[src/rtl/ebr_fifo_pkg.sv]
`default_nettype none
// +--------------------------------------------------------------------------+
// | ebr_fifo_pkg : shared defaults and types for the EBR-backed FIFO control |
// | Revision     : 1.0                                                       |
// +--------------------------------------------------------------------------+
package ebr_fifo_pkg;

  localparam int DEF_ADDR_W = 10;
  localparam int DEF_WIDTH  = 32;
  localparam int DEF_PAR_W  = DEF_WIDTH / 8;

  typedef logic [DEF_ADDR_W:0]   count_t;
  typedef logic [DEF_ADDR_W-1:0] addr_t;
  typedef logic [DEF_WIDTH-1:0]  word_t;
  typedef logic [DEF_PAR_W-1:0]  par_t;

endpackage
`default_nettype wire

[src/rtl/byte_parity.sv]
`default_nettype none
// +--------------------------------------------------------------------------+
// | byte_parity : per-byte even parity (XOR reduction of each byte lane)     |
// | Revision    : 1.0                                                        |
// +--------------------------------------------------------------------------+
module byte_parity #(
  parameter int WIDTH = 32
) (
  input  logic [WIDTH-1:0]   data,
  output logic [WIDTH/8-1:0] par
);

  generate
    for (genvar k = 0; k < WIDTH / 8; k++) begin : g_byte
      assign par[k] = ^data[8*k +: 8];
    end
  endgenerate

endmodule
`default_nettype wire

[src/rtl/ebr_fifo_ctrl.sv]
`default_nettype none
// +--------------------------------------------------------------------------+
// | ebr_fifo_ctrl : FIFO controller for a pseudo-dual-port EBR with byte      |
// |                 parity, level flags and sticky error reporting           |
// | Revision      : 1.0                                                      |
// +--------------------------------------------------------------------------+
module ebr_fifo_ctrl
  import ebr_fifo_pkg::*;
#(
  parameter int ADDR_W     = DEF_ADDR_W,
  parameter int WIDTH      = DEF_WIDTH,
  parameter int AFULL_LVL  = 1016,
  parameter int AEMPTY_LVL = 8
) (
  input  logic                Clock,
  input  logic                ResetN,
  input  logic                Clear,
  input  logic                Push,
  input  logic [WIDTH-1:0]    PushData,
  input  logic                Pop,
  output logic [WIDTH-1:0]    PopData,
  output logic                PopValid,
  output logic                Full,
  output logic                Empty,
  output logic                AlmostFull,
  output logic                AlmostEmpty,
  output logic [ADDR_W:0]     Count,
  output logic                Overflow,
  output logic                Underflow,
  output logic                ParErr,
  output logic [ADDR_W-1:0]   ParErrAddr,
  output logic                WrEn,
  output logic [ADDR_W-1:0]   WrAddress,
  output logic [WIDTH-1:0]    Data,
  output logic [WIDTH/8-1:0]  EDI,
  output logic                RdEn,
  output logic [ADDR_W-1:0]   RdAddress,
  input  logic [WIDTH-1:0]    Q,
  input  logic [WIDTH/8-1:0]  EDO
);

  localparam int              PAR_W    = WIDTH / 8;
  localparam logic [ADDR_W:0] C_DEPTH  = {1'b1, {ADDR_W{1'b0}}};
  localparam logic [ADDR_W:0] C_AFULL  = (ADDR_W+1)'(AFULL_LVL);
  localparam logic [ADDR_W:0] C_AEMPTY = (ADDR_W+1)'(AEMPTY_LVL);

  logic [ADDR_W-1:0] wr_ptr_q, wr_ptr_d;
  logic [ADDR_W-1:0] rd_ptr_q, rd_ptr_d;
  logic [ADDR_W:0]   count_q, count_d;
  logic              full_q, full_d;
  logic              empty_q, empty_d;
  logic              afull_q, afull_d;
  logic              aempty_q, aempty_d;
  logic              pop_valid_q, pop_valid_d;
  logic [ADDR_W-1:0] pop_addr_q, pop_addr_d;
  logic              ovf_q, ovf_d;
  logic              udf_q, udf_d;
  logic              par_err_q, par_err_d;
  logic [ADDR_W-1:0] par_err_addr_q, par_err_addr_d;

  logic              push_ok;
  logic              pop_ok;
  logic [PAR_W-1:0]  edo_calc;
  logic              par_mismatch;

  // Gating with ResetN keeps the RAM strobes quiet for the whole reset window.
  assign push_ok = ResetN & Push & ~full_q & ~Clear;
  assign pop_ok  = ResetN & Pop & ~empty_q & ~Clear;

  byte_parity #(.WIDTH(WIDTH)) u_edi_gen (
    .data (PushData),
    .par  (EDI)
  );

  byte_parity #(.WIDTH(WIDTH)) u_edo_chk (
    .data (Q),
    .par  (edo_calc)
  );

  assign par_mismatch = pop_valid_q & (|(EDO ^ edo_calc));

  always_comb begin
    wr_ptr_d       = wr_ptr_q;
    rd_ptr_d       = rd_ptr_q;
    count_d        = count_q;
    pop_valid_d    = 1'b0;
    pop_addr_d     = pop_addr_q;
    ovf_d          = ovf_q;
    udf_d          = udf_q;
    par_err_d      = par_err_q;
    par_err_addr_d = par_err_addr_q;

    if (Clear) begin
      wr_ptr_d       = '0;
      rd_ptr_d       = '0;
      count_d        = '0;
      pop_addr_d     = '0;
      ovf_d          = 1'b0;
      udf_d          = 1'b0;
      par_err_d      = 1'b0;
      par_err_addr_d = '0;
    end else begin
      if (push_ok) wr_ptr_d = wr_ptr_q + 1'b1;
      if (pop_ok) begin
        rd_ptr_d   = rd_ptr_q + 1'b1;
        pop_addr_d = rd_ptr_q;
      end
      case ({push_ok, pop_ok})
        2'b10:   count_d = count_q + 1'b1;
        2'b01:   count_d = count_q - 1'b1;
        default: count_d = count_q;
      endcase
      pop_valid_d = pop_ok;
      ovf_d       = ovf_q | (Push & full_q);
      udf_d       = udf_q | (Pop & empty_q);
      // Only the first parity error's address is kept.
      if (par_mismatch) begin
        par_err_d = 1'b1;
        if (!par_err_q) par_err_addr_d = pop_addr_q;
      end
    end

    full_d   = (count_d == C_DEPTH);
    empty_d  = (count_d == '0);
    afull_d  = (count_d >= C_AFULL);
    aempty_d = (count_d <= C_AEMPTY);
  end

  always_ff @(posedge Clock or negedge ResetN) begin
    if (!ResetN) begin
      wr_ptr_q       <= '0;
      rd_ptr_q       <= '0;
      count_q        <= '0;
      full_q         <= 1'b0;
      empty_q        <= 1'b1;
      afull_q        <= 1'b0;
      aempty_q       <= 1'b1;
      pop_valid_q    <= 1'b0;
      pop_addr_q     <= '0;
      ovf_q          <= 1'b0;
      udf_q          <= 1'b0;
      par_err_q      <= 1'b0;
      par_err_addr_q <= '0;
    end else begin
      wr_ptr_q       <= wr_ptr_d;
      rd_ptr_q       <= rd_ptr_d;
      count_q        <= count_d;
      full_q         <= full_d;
      empty_q        <= empty_d;
      afull_q        <= afull_d;
      aempty_q       <= aempty_d;
      pop_valid_q    <= pop_valid_d;
      pop_addr_q     <= pop_addr_d;
      ovf_q          <= ovf_d;
      udf_q          <= udf_d;
      par_err_q      <= par_err_d;
      par_err_addr_q <= par_err_addr_d;
    end
  end

  assign WrEn        = push_ok;
  assign WrAddress   = wr_ptr_q;
  assign Data        = PushData;
  assign RdEn        = pop_ok;
  assign RdAddress   = rd_ptr_q;
  assign PopData     = Q;
  assign PopValid    = pop_valid_q;
  assign Count       = count_q;
  assign Full        = full_q;
  assign Empty       = empty_q;
  assign AlmostFull  = afull_q;
  assign AlmostEmpty = aempty_q;
  assign Overflow    = ovf_q;
  assign Underflow   = udf_q;
  assign ParErr      = par_err_q;
  assign ParErrAddr  = par_err_addr_q;

endmodule
`default_nettype wire

[config.mk]
export PLATFORM = sky130hd
export DESIGN_NAME = ebr_fifo_ctrl
export DESIGN_NICKNAME = d
export VERILOG_FILES = /design/src/rtl/ebr_fifo_pkg.sv /design/src/rtl/byte_parity.sv /design/src/rtl/ebr_fifo_ctrl.sv
export SDC_FILE = /design/constraint.sdc
export NUM_CORES = 1
export LEC_CHECK = 0
export CAP_MARGIN = 25
export CORE_MARGIN = 2
export CORE_UTILIZATION = 42
export DETAILED_ROUTE_END_ITERATION = 8
export PLACE_DENSITY_LB_ADDON = 0.05
export SETUP_SLACK_MARGIN = 0.1
export SLEW_MARGIN = 20
export SYNTH_ARGS = -nofsm -noshare
export SYNTH_HDL_FRONTEND = slang
export SYNTH_HIERARCHICAL = 1
export SYNTH_SLANG_ARGS = --single-unit
[constraint.sdc]
create_clock -name Clock -period 4.2 [get_ports Clock]
set_input_delay 0.84 -clock Clock [delete_from_list [all_inputs] [get_ports Clock]]
set_output_delay 0.84 -clock Clock [all_outputs]
set_load 0.02 [all_outputs]
==> results.md, run 1 <==
- Pwr per Cell Area: 267 nW/um2
- Met2 routed wirelength: 6.13 mm
- Final Hold Slack: 0.307 ns
- Distinct cells, synth: 53
- Sw Ratio: 0.287
- Footprint of the multi-input gates: between 2000 and 2500 um2
- Wire length on met3: 1.09 mm
- Combinational fraction of design power: 0.274
- Worst slew margin: 0.574
- Top-level port count: 192
- Synthesis-stage register bit count: 59
- Syn Nets: between 500 and 600
- Global-route wire length before repair: 18.3 mm
- H-tree depth: 3
- Max FO, Critical Path: 6
- Detailed-router iteration count before antenna repair: 5
- Synthesized instance count: 465
- End of the worst register-to-register path: Empty
- EDFF count, synth: 0
- DIE HEIGHT: 103 um
- Vias in the first global route: 3515
- GRT Total Usage: 0.225
- Starting Density: 0.428
- Top Layer Used: met4
- CP Class: in -> reg
- Initial antenna violation count: 0
- Minimum clock period: 3.79 ns
- Asr flop ratio synth: 1.00
- Switching power: around 460 uW
- CTS buffer count: 9
- Worst path arrival time: between 4 and 5 ns
- CTS tree: yes
- Clock Power Share: 0.363
- VDD IR-drop max: 0.000220 V
- Setup crit end kind: flip-flop
- Netlist Area Pre-Place: 4140 um2
- Clk sink count: 59
- DR vias/cell: between 5 and 6
- Crit path launch: Push
- Worst-Skew Late Latency: roughly 0.34 ns
- Commonest cells after routing, fill and taps aside: clkdlybuf4s50_1 (189), dfrtp_1 (57), xnor2_1 (57)
- Slew Limit Fails: 0
- Least-Margin Pin Slew: approximately 0.63 ns
- Layout cells sized above 1: 0.0774
- Final Skew: 0.0133 ns
- CP startpoint kind: primary input
- Wl on met1: approximately 5 mm
- Final setup fails: 0
- Outcome: finished clean
- YS warnings: 6
- Core Area: between 9000 and 10000 um2
- CTS resizes: 0
- Post-route ant nets: 0
- Max clock buf depth: 2
- Max incr delay on CP: roughly 0.47 ns
- Reg2reg setup slack: 0.89 ns
- Tightest Hold Check Type: in -> async
- Max Cap Viol: 0
- R2R Path Start: Empty
- Pint: 1.14 mW
- Antenna cells: 0
- Fillers: 868
- Req. time, crit path: around 4.4 ns
- Synth top area share: 0.345
- DP HPWL: 9.75 mm
- Synth area leaders: dfrtp_1 (34%), xnor2_1 (12%), buf_4 (12%), xor2_1 (5.9%), nor2_1 (4.4%)
- Period utilization: 0.903
- Critical path depth in cells: 12
- Fmax: 0.264 GHz
- DR DRC count: 0
- Sequential-to-total area share from yosys stat: 0.357
- Unrepaired setup endpoints after global routing: no
- Root Driver: clkbuf_8
- Commonest non-fill, non-tap cell in the layout: clkdlybuf4s50_1
- Syn-to-layout area delta: 44.8%
- Sequential cell area: 1480 um2
- DR iter-0 viols: 249
- CP delay by family, top: simple AND/OR/NAND/NOR gates
- Final Core Density: 0.619
- Sequential share of power: 0.363
- Critical-path cell list: clkdlybuf4s50_1 > nand2b_1 > nand3_1 > xnor2_1 > ha_1 > or3b_2 > a22oi_1 > mux2i_1 > or4_1 > o211ai_1 > a41oi_2 > nor4_1
- Routed wire length: 12.4 mm
- Avg Inst Size Synth: between 8 and 9 um2
- Die area: approximately 11000 um2
- Setup TNS: 0 ns
- GR Overflow Total: 0
- Post-CTS Setup Repair Bufs: 0
- Top FF cell, synth: dfrtp_1
- Crit path max-delay cell type: or3b_2
- Final-stage net count: 679
- IO buf count: 191
- Reg clk slew, reported paths: 0.07 ns
- Wire length per cell: 16.8 um
- Post-synth top area cell: dfrtp_1
- Num rows: 36
- Hold Fails Final Rpt: 0
- Bufs and invs on worst path: 1
- Hold_buf cts: 0
- P_leak: approximately 2.4 nW
- Tot Pwr: 1.60 mW
- Die W: 103 um
- GPL Wtd Cong: a little over 0.9
- DR vias: 3743
- R2R depth: 11
- Pin count of the biggest net entering global routing: 44
==> cell type report <==
class                   count  share of cell area
multi-input cells         316               0.346
flip-flops and latches     59               0.247
clock inverters             7              0.0167
repair buffers            207               0.337
well taps                 133              0.0277
inverters                   9             0.00563
clock buffers               9              0.0207
==> worst max path at each step <==
stage          slack, ns     to
6_report            0.41  Empty
5_1_grt             0.22  Empty
4_1_cts             0.46  Empty
3_5_place_dp        0.11  Empty
3_3_place_gp        0.24  Empty
2_1_floorplan       0.71   Full
==> power by group through the flow <==
stage | clock network, mW | logic, mW | registers [mW]
after global placement | 0 | 0.438 | 0.594
after CTS | 0.597 | 0.443 | 0.583
after floorplan | 0 | 0.252 | 0.598
after detailed placement | 0 | 0.441 | 0.593
after global routing | 0.623 | 0.469 | 0.583
final | 0.582 | 0.439 | 0.583
==> flip-flops by register name, summed over array words and instances, names as in the netlist <==
signal	cells
Overflow	1
PopValid	1
AlmostEmpty	1
RdAddress	10
WrAddress	10
Count	11
Full	1
Underflow	1
AlmostFull	1
ParErrAddr	10
ParErr	1
pop_addr_q	10
Empty	1
==> routing by layer <==
layer  vias up  track usage
met5         -            0
met4         0       0.0962
met3        21       0.0517
met2       194        0.382
met1      1737        0.276
li1       1791            -
==> stage by stage <==
stage	std cells	area, um2	worst slack (ns)
after global placement	723	5770	0.235
after detailed placement	723	5770	0.105
final	740	6000	0.408
after CTS	739	5990	0.461
after floorplan	465	4140	0.714
after global routing	740	6000	0.222
==> synth_stat cells (2+ instances only) <==
cell type  instances
buf_4             64
dfrtp_1           57
xnor2_1           57
nor2_1            49
nand2_1           45
xor2_1            28
a21oi_1           20
mux2i_1           13
nand3_1           10
a31oi_1            8
clkbuf_1           8
inv_1              8
o21ai_0            8
and3_1             6
nor3_1             6
buf_1              5
ha_1               4
nor2b_1            4
nor4_1             4
o31ai_1            4
buf_2              3
nand2b_1           3
o211ai_1           3
o41ai_1            3
or2_2              3
or3_1              3
or4_1              3
a211oi_1           2
a21boi_0           2
a22oi_1            2
a32oi_1            2
a41oi_1            2
and3b_1            2
dfstp_2            2
nand4_1            2
nor4b_1            2
o311ai_0           2
==> kinds of logic (layout without fill, tap and decap cells) <==
family / after synthesis / count (layout) / share of synthesized area
adder cells (fa/ha/maj): 4 / 4 / 0.0121
XOR/XNOR: 85 / 85 / 0.180
multiplexers: 14 / 14 / 0.0341
flip-flops: 59 / 59 / 0.357
buffers and inverters: 90 / 232 / 0.142
AND/OR/NAND/NOR: 149 / 149 / 0.172
AO/OA/AOI/OAI: 64 / 64 / 0.103
(Power assumes the default switching activity.)
==> run 2: changes to the inputs <==
Settings changed: HOLD_SLACK_MARGIN set to 0.12, SLEW_MARGIN 20 to unset.
==> results.md, run 2 (synthesis gave the netlist of run 1 again) <==
- Worst path arrival time: roughly 4.0 ns
- Outcome: finished clean
- Fmax: 0.263 GHz
- Least-Margin Pin Slew: between 0.6 and 0.7 ns
- CTS tree: yes
- Core Area: 9680 um2
- Hold_buf cts: 0
- Starting Density: 0.428
- Minimum clock period: 3.81 ns
- Cell Count, Final, Fillers Out: 740
- Initial antenna violation count: 0
- R2R depth: 11
- Wire length per cell: 16.7 um
- Syn-to-layout area delta: 44.8%
- Max clock buf depth: 2
- Num rows: 36
- Global-route wire length before repair: between 15 and 20 mm
- GRT Total Usage: 0.225
- DR iter-0 viols: 248
- Root Driver: clkbuf_8
- CTS resizes: 0
- Sw Ratio: 0.287
- Combinational fraction of design power: 0.274
- Pwr per Cell Area: 268 nW/um2
- Die area: 10700 um2
- Placed insts: 723
- R2R Path Start: Empty
- Sequential share of power: 0.363
- H-tree depth: 3
- Routed wire length: 12.3 mm
- Worst-Skew Late Latency: 0.34 ns
- Reg2reg setup slack: roughly 0.9 ns
- Worst slew margin: 0.578
- Detailed-router iteration count before antenna repair: 5
- Setup TNS: 0 ns
- GPL Wtd Cong: 0.923
- Req. time, crit path: 4.43 ns
- DR vias: around 3700
- Antenna cells: 0
- DIE HEIGHT: 103 um
- Max Cap Viol: 0
- Commonest non-fill, non-tap cell in the layout: clkdlybuf4s50_1
- CTS buffer count: 9
- VDD IR-drop max: around 0.00022 V
- Post-CTS Setup Repair Bufs: 0
- Slew Limit Fails: 0
- Switching power: 460 uW
- Final-stage net count: 679
- Final setup fails: 0
- Crit path launch: Push
- Final Skew: 0.0111 ns
- DR DRC count: 0
- Placed Area: 5770 um2
- Tightest Hold Check Type: in -> async
- Vias in the first global route: about 3500
- CP Class: in -> reg
- Tot Pwr: 1.60 mW
- Pin count of the biggest net entering global routing: 44
- Unrepaired setup endpoints after global routing: no
- Commonest cells after routing, fill and taps aside: clkdlybuf4s50_1 (189), dfrtp_1 (57), xnor2_1 (57)
- Final Core Density: 0.619
- DP HPWL: 9.75 mm
- Layout cells sized above 1: 0.0774
- Max FO, Critical Path: 6
- GR Overflow Total: 0
- Clk sink count: a little under 60
- Top-level port count: 192
- Number of flip-flops in the largest register: 11
- DR vias/cell: 5.04
- IO buf count: 191
- End of the worst register-to-register path: Empty
- Post-route cell area: 6000 um2
- Reg clk slew, reported paths: 0.07 ns
- Period utilization: 0.906
- CP startpoint kind: primary input
- Pint: approximately 1.1 mW
- P_leak: roughly 2.4 nW
- Post-route ant nets: 0
- Hold Fails Final Rpt: 0
- Die W: 103 um
- Setup crit end kind: flip-flop
- Clock Power Share: 0.363
## run 2: per-stage QoR
stage / setup slack (ns) / hold WS (ns)
after floorplan: 0.714 / 0.490
after global placement: 0.235 / 0.484
after detailed placement: 0.105 / 0.493
after CTS: 0.461 / 0.293
after global routing: 0.222 / 0.296
final: 0.393 / 0.306
## run 2: cell type report
class,count,area [um2]
multi-input combinational,316,2070
clock buffer,9,124
inverter,9,33.8
clock inverter,7,100
timing repair buffer,207,2020
tap,133,166
sequential,59,1480
fill,868,3690
## run 2: metal layers
| metal | global-route usage | part of all wire |
|---|---|---|
| met1 | 0.276 | 0.40 |
| met4 | 0.0962 | 0.022 |
| met5 | 0 | 0 |
| met3 | 0.0517 | 0.082 |
| met2 | 0.382 | 0.50 |
## run 2: worst max path at each step
stage            end  cells after the start
3_3_place_gp   Empty                     12
2_1_floorplan   Full                     11
4_1_cts        Empty                     12
3_5_place_dp   Empty                     12
6_report       Empty                     12
5_1_grt        Empty                     12
## run 2: worst max-delay path, cell delays in order
cell and delay [ns]:
clkdlybuf4s50_1 0.44, nand2b_1 0.21, nand3_1 0.15, xnor2_1 0.16, ha_1 0.21, or3b_2 0.47, a22oi_1 0.23, mux2i_1 0.15
or4_1 0.43, o211ai_1 0.21, a41oi_2 0.21, nor4_1 0.33
## run 2: power groups by stage
stage	registers, mW	logic [mW]	clock network, mW
global placement	0.594	0.438	0
global route	0.583	0.469	0.623
finish	0.583	0.439	0.583
floorplan	0.598	0.252	0
CTS	0.583	0.443	0.597
detailed placement	0.593	0.441	0
==> run 3: changes to the inputs <==
Settings changed: HOLD_SLACK_MARGIN 0.12 to 0.02.
==> results of run 3 <==
No change in the layout: final DEF, timing and power equal those of run 2.
